[config.mk]
export PLATFORM = sky130hd
export DESIGN_NAME = display_value_encoder
export DESIGN_NICKNAME = d
export VERILOG_FILES = /design/src/rtl/display_value_encoder.sv
export SDC_FILE = /design/constraint.sdc
export NUM_CORES = 1
export LEC_CHECK = 0
export CAP_MARGIN = 5
export CORE_MARGIN = 2
export CORE_UTILIZATION = 55
export CTS_CLUSTER_DIAMETER = 50
export CTS_CLUSTER_SIZE = 12
export DETAILED_ROUTE_END_ITERATION = 8
export PLACE_DENSITY = 0.83
export SLEW_MARGIN = 0
export SYNTH_ARGS = -nofsm -noshare
export SYNTH_HDL_FRONTEND = slang
export SYNTH_SLANG_ARGS = --single-unit
export TNS_END_PERCENT = 30
[constraint.sdc]
create_clock -name clk -period 3.1 [get_ports clk]
set_input_delay 0.62 -clock clk [delete_from_list [all_inputs] [get_ports clk]]
set_output_delay 0.62 -clock clk [all_outputs]
set_load 0.02 [all_outputs]
[src/rtl/display_value_encoder.sv]
// display_value_encoder: turns a 24-bit value into six 4-bit digit codes
// for the seven-segment path. Decimal mode runs a 20-step double-dabble
// conversion; hex mode splits nibbles directly. A lamp-test level drives
// the segment AND-mask so that all segments light.
module display_value_encoder (
  input  logic        clk,
  input  logic        rst,
  input  logic        start,
  input  logic [23:0] value,
  input  logic        hex_mode,
  input  logic        lamp_test,
  output logic        busy,
  output logic        done,
  output logic        overflow,
  output logic [3:0]  BCD0,
  output logic [3:0]  BCD1,
  output logic [3:0]  BCD2,
  output logic [3:0]  BCD3,
  output logic [3:0]  BCD4,
  output logic [3:0]  BCD5,
  output logic [6:0]  turn_on
);

  typedef enum logic [1:0] {
    IDLE    = 2'd0,
    CONVERT = 2'd1,
    DONE    = 2'd2
  } state_t;

  localparam logic [23:0] DEC_MAX   = 24'd999999;
  localparam logic [4:0]  LAST_ITER = 5'd19;

  state_t      state_q, state_d;
  logic [19:0] bin_q, bin_d;
  logic [23:0] acc_q, acc_d;
  logic [4:0]  cnt_q, cnt_d;
  logic [23:0] dig_q, dig_d;
  logic        ovf_q, ovf_d;
  logic        busy_q, busy_d;
  logic        done_q, done_d;
  logic [6:0]  ton_q, ton_d;

  logic [23:0] acc_adj;
  logic [43:0] shifted;

  // Double-dabble step: add 3 to every nibble >= 5, then shift {acc, bin} left.
  always_comb begin
    acc_adj = '0;
    for (int unsigned i = 0; i < 6; i++) begin
      if (acc_q[4*i +: 4] >= 4'd5)
        acc_adj[4*i +: 4] = acc_q[4*i +: 4] + 4'd3;
      else
        acc_adj[4*i +: 4] = acc_q[4*i +: 4];
    end
    shifted = {acc_adj, bin_q} << 1;
  end

  // Next-state and next-output computation for the conversion sequencer.
  always_comb begin
    state_d = state_q;
    bin_d   = bin_q;
    acc_d   = acc_q;
    cnt_d   = cnt_q;
    dig_d   = dig_q;
    ovf_d   = ovf_q;
    ton_d   = lamp_test ? 7'h00 : 7'h7F;
    unique case (state_q)
      IDLE: begin
        if (start) begin
          if (hex_mode) begin
            dig_d   = value;
            ovf_d   = 1'b0;
            state_d = DONE;
          end else if (value > DEC_MAX) begin
            dig_d   = {6{4'hE}};
            ovf_d   = 1'b1;
            state_d = DONE;
          end else begin
            bin_d   = value[19:0];
            acc_d   = '0;
            cnt_d   = '0;
            state_d = CONVERT;
          end
        end
      end
      CONVERT: begin
        acc_d = shifted[43:20];
        bin_d = shifted[19:0];
        cnt_d = cnt_q + 5'd1;
        if (cnt_q == LAST_ITER) begin
          dig_d   = shifted[43:20];
          ovf_d   = 1'b0;
          state_d = DONE;
        end
      end
      DONE:    state_d = IDLE;
      default: state_d = IDLE;
    endcase
    // busy/done are registered from the next state so they align with it.
    busy_d = (state_d != IDLE);
    done_d = (state_d == DONE);
  end

  // State and output registers with asynchronous reset.
  always_ff @(posedge clk or posedge rst) begin
    if (rst) begin
      state_q <= IDLE;
      bin_q   <= '0;
      acc_q   <= '0;
      cnt_q   <= '0;
      dig_q   <= '0;
      ovf_q   <= 1'b0;
      busy_q  <= 1'b0;
      done_q  <= 1'b0;
      ton_q   <= 7'h7F;
    end else begin
      state_q <= state_d;
      bin_q   <= bin_d;
      acc_q   <= acc_d;
      cnt_q   <= cnt_d;
      dig_q   <= dig_d;
      ovf_q   <= ovf_d;
      busy_q  <= busy_d;
      done_q  <= done_d;
      ton_q   <= ton_d;
    end
  end

  assign busy     = busy_q;
  assign done     = done_q;
  assign overflow = ovf_q;
  assign turn_on  = ton_q;
  assign BCD0     = dig_q[3:0];
  assign BCD1     = dig_q[7:4];
  assign BCD2     = dig_q[11:8];
  assign BCD3     = dig_q[15:12];
  assign BCD4     = dig_q[19:16];
  assign BCD5     = dig_q[23:20];

endmodule

==> results.sh <==
export IMPL_number_of_vias_after_detailed_routing=3235
export IMPL_grt_max_degree=55
export IMPL_antennaDiodeCount=0
export IMPL_clock_tree_root_cell="sky130_fd_sc_hd__clkbuf_8"
export IMPL_worst_path_max_fanout=14
export IMPL_route_detailed_wl_per_inst_um=17.0
export IMPL_p_switching_mw=1.29
export IMPL_postSynthAreaPerCell_um2=10.5
export IMPL_portBuffers=62
export IMPL_preCtsSetupSlack_ps=182
export IMPL_critical_path_arrival_ps=2830
export IMPL_detail_route_wirelength_um=9680
export IMPL_initial_utilization_pct=56.1
export IMPL_cts_tree="built"
export IMPL_post_cts_setup_inserts=0
export IMPL_clock_tree_htree_level_count=3
export IMPL_power_internal_mw=2.49
export IMPL_groute_usage_overall_pct=23.9
export IMPL_worst_hold_path_type="flop to flop"
export IMPL_hold_buf_count_cts=0
export IMPL_chipWidth_um=92.3
export IMPL_ios=63
export IMPL_required_ps=3340
export IMPL_switching_power_share_of_the_total_pct=34.1
export IMPL_synth_seq_area_share_pct=46.1
export IMPL_critical_path_buf_inv_count=2
export IMPL_run_status="complete, no violations"
export IMPL_grt_antenna_before_repair=0
export IMPL_crit_path_end_kind="flop"
export IMPL_crit_slowest_cell="sky130_fd_sc_hd__o311ai_1"
export IMPL_cts_buffers_inserted=9
export IMPL_synthesized_nets=450
export IMPL_p_seq_share_pct=42.7
export IMPL_final_critical_path_setup_slack_ps=511
export IMPL_core_area_um2=7650
export IMPL_setup_viol=0
export IMPL_layout_commonest_cell="sky130_fd_sc_hd__dfrtp_1"
export IMPL_placed_cells_incl_taps=554
export IMPL_maxCapViolCount=0
export IMPL_postRouteAntennaNets=0
export IMPL_post_synth_inst_count=408
export IMPL_finalSetupTns_ps=0
export IMPL_number_of_remaining_drc_errors=0
export IMPL_synth_enable_flop_cells=0
export IMPL_yosysWarningCount=0
export IMPL_unrepaired_setup_endpoints_after_global_routing="false"
export IMPL_final_cell_count_no_fill=570
export IMPL_ys_ff_latch=79
export IMPL_post_synth_instance_area_um2=4290
export IMPL_clkSlewWorstSetupHoldPaths_ps=80
export IMPL_cp_top_family="compound AO/OA/AOI/OAI gates"
export IMPL_drt_first_iter_violations=231
export IMPL_timing_critical_path_cells="clkdlybuf4s50_1 > o311ai_1 > a31oi_1 > and4bb_1 > o21bai_4 > buf_4 > mux2_4"
export IMPL_grt_pass1_vias=3266
export IMPL_maxSlewHeadroom_pct=53.7
export IMPL_grt_pass1_wl_um=15900
export IMPL_final_count_of_hold_timing_violations=0
export IMPL_layout_skew_ps=3.72
export IMPL_tightest_pin_transition_ps=695
export IMPL_post_route_cells_drive_above_1_share_pct=16.9
export IMPL_criticalPathCategory="input port to flop"
export IMPL_chipHeight_um=92.3
export IMPL_clock_sinks=79
export IMPL_period_needed_ps=2590
export IMPL_worst_path_largest_cell_delay_ps=560
export IMPL_die_area_um2=8520
export IMPL_power_density_nw_per_um2=729
export IMPL_dr_pass1_iters=7
export IMPL_most_common_layout_cells="sky130_fd_sc_hd__dfrtp_1, sky130_fd_sc_hd__nand2_1, sky130_fd_sc_hd__clkdlybuf4s50_1, sky130_fd_sc_hd__mux2_2, sky130_fd_sc_hd__inv_1"
export IMPL_ys_dominant_reg_cell="sky130_fd_sc_hd__dfrtp_1"
export IMPL_globalRouteOverflowTotal=0
export IMPL_std_cell_rows=32
export IMPL_fin_nets=505
export IMPL_clock_latency_ps=350
export IMPL_clockBufferDepth=2
export IMPL_route_detailed_vias_per_inst=5.68
export IMPL_timing_hold_ws_ps=490
export IMPL_gp_congestion=0.798
export IMPL_area_growth_pct=21.2
export IMPL_share_clk_of_total_power_pct=20.1
export IMPL_max_clock_freq_ghz=0.386
export IMPL_worstSetupStartpointType="input port"
export IMPL_final_max_slew_violation_count=0
export IMPL_dpl_hpwl_um=6760
export IMPL_pwr_share_comb_pct=37.3
export IMPL_finalCritPeriodShare_pct=83.5
export IMPL_ctsResizeCount=0
export IMPL_peakVddDrop_v=0.000335
export IMPL_synthArstFlopShare_pct=100
export IMPL_power_leakage_nw=2.37
export IMPL_synthDistinctLibCells=38
## through the flow
stage                     power, mW  cell area, um^2  util (%)
final                          3.79             5200      67.9
after global placement         2.93             5010      65.5
after CTS                      3.80             5200      67.9
after global routing           4.03             5200      67.9
after detailed placement       3.03             5010      65.5
after floorplan                2.60             4290         -
## worst paths after layout
kind	startpoint	to	slack, ps	depth (start not counted)
max	value[7]	bin_q[9]$_DFFE_PP0P_	510	7
min	acc_q[21]$_DFFE_PP0P_	acc_q[21]$_DFFE_PP0P_	490	1
max reg2reg	state_q[1]$_DFF_PP0_	dig_q[4]$_DFFE_PP0P_	1020	6
min reg2reg	acc_q[21]$_DFFE_PP0P_	acc_q[21]$_DFFE_PP0P_	490	1
max in group asynchronous	rst	dig_q[20]$_DFFE_PP0P_	1840	3
min in group asynchronous	rst	dig_q[16]$_DFFE_PP0P_	640	3
## sequential cells by signal (all words and copies together), names as in the netlist
name and flops:
acc_q 24, dig_q 24, bin_q 20, cnt_q 5
state_q 2, busy 1, done 1, overflow 1
turn_on 1
## cell usage after synthesis (7+ instances only)
master | count | area share (%)
sky130_fd_sc_hd__mux2_2 | 25 | 6.6
sky130_fd_sc_hd__nor3b_1 | 17 | 3.0
sky130_fd_sc_hd__clkbuf_1 | 15 | 1.3
sky130_fd_sc_hd__a31oi_1 | 13 | 1.9
sky130_fd_sc_hd__o21ai_0 | 12 | 1.4
sky130_fd_sc_hd__o2bb2ai_1 | 12 | 2.5
sky130_fd_sc_hd__nand2b_1 | 8 | 1.2
sky130_fd_sc_hd__a22o_1 | 11 | 2.2
sky130_fd_sc_hd__mux2_4 | 18 | 6.3
sky130_fd_sc_hd__ha_1 | 13 | 3.8
sky130_fd_sc_hd__nor2_1 | 9 | 0.79
sky130_fd_sc_hd__a21oi_1 | 18 | 2.1
sky130_fd_sc_hd__dfrtp_1 | 78 | 46
sky130_fd_sc_hd__inv_1 | 23 | 2.0
sky130_fd_sc_hd__xnor2_1 | 7 | 1.4
sky130_fd_sc_hd__nand2_1 | 67 | 5.9
## power by group through the flow
stage          Combinational [mW]  Sequential, mW  Clock, mW
3_5_place_dp                 1.41            1.62          0
5_1_grt                      1.56            1.66      0.815
3_3_place_gp                 1.33            1.60          0
6_report                     1.41            1.62      0.760
4_1_cts                      1.42            1.61      0.766
2_1_floorplan               0.981            1.62          0
## final cells by class
cell class	count	area, um^2
sequential	79	1980
clock inverter	4	45.0
timing repair buffer	74	748
fill	554	2450
inverter	23	86.3
clock buffer	12	145
tap	102	128
multi-input combinational	276	2070
## logic make-up (layout without fill, tap and decap cells)
group / count (synthesis) / in the layout / synth area share, %
compound gates: 77 / 77 / 12.4
xor+xnor: 12 / 12 / 2.45
fa+ha+maj: 13 / 13 / 3.79
buf+inv: 53 / 113 / 6.01
flops: 79 / 79 / 46.1
mux: 52 / 52 / 15.1
simple gates: 122 / 122 / 14.1
## metal layers
layer / GRT usage, % / wire (um)
met5: 0 / 0
met3: 3.86 / 435
met4: 9.58 / 243
met2: 38.4 / 4670
met1: 32.6 / 4330
(Power assumes the default switching activity.)
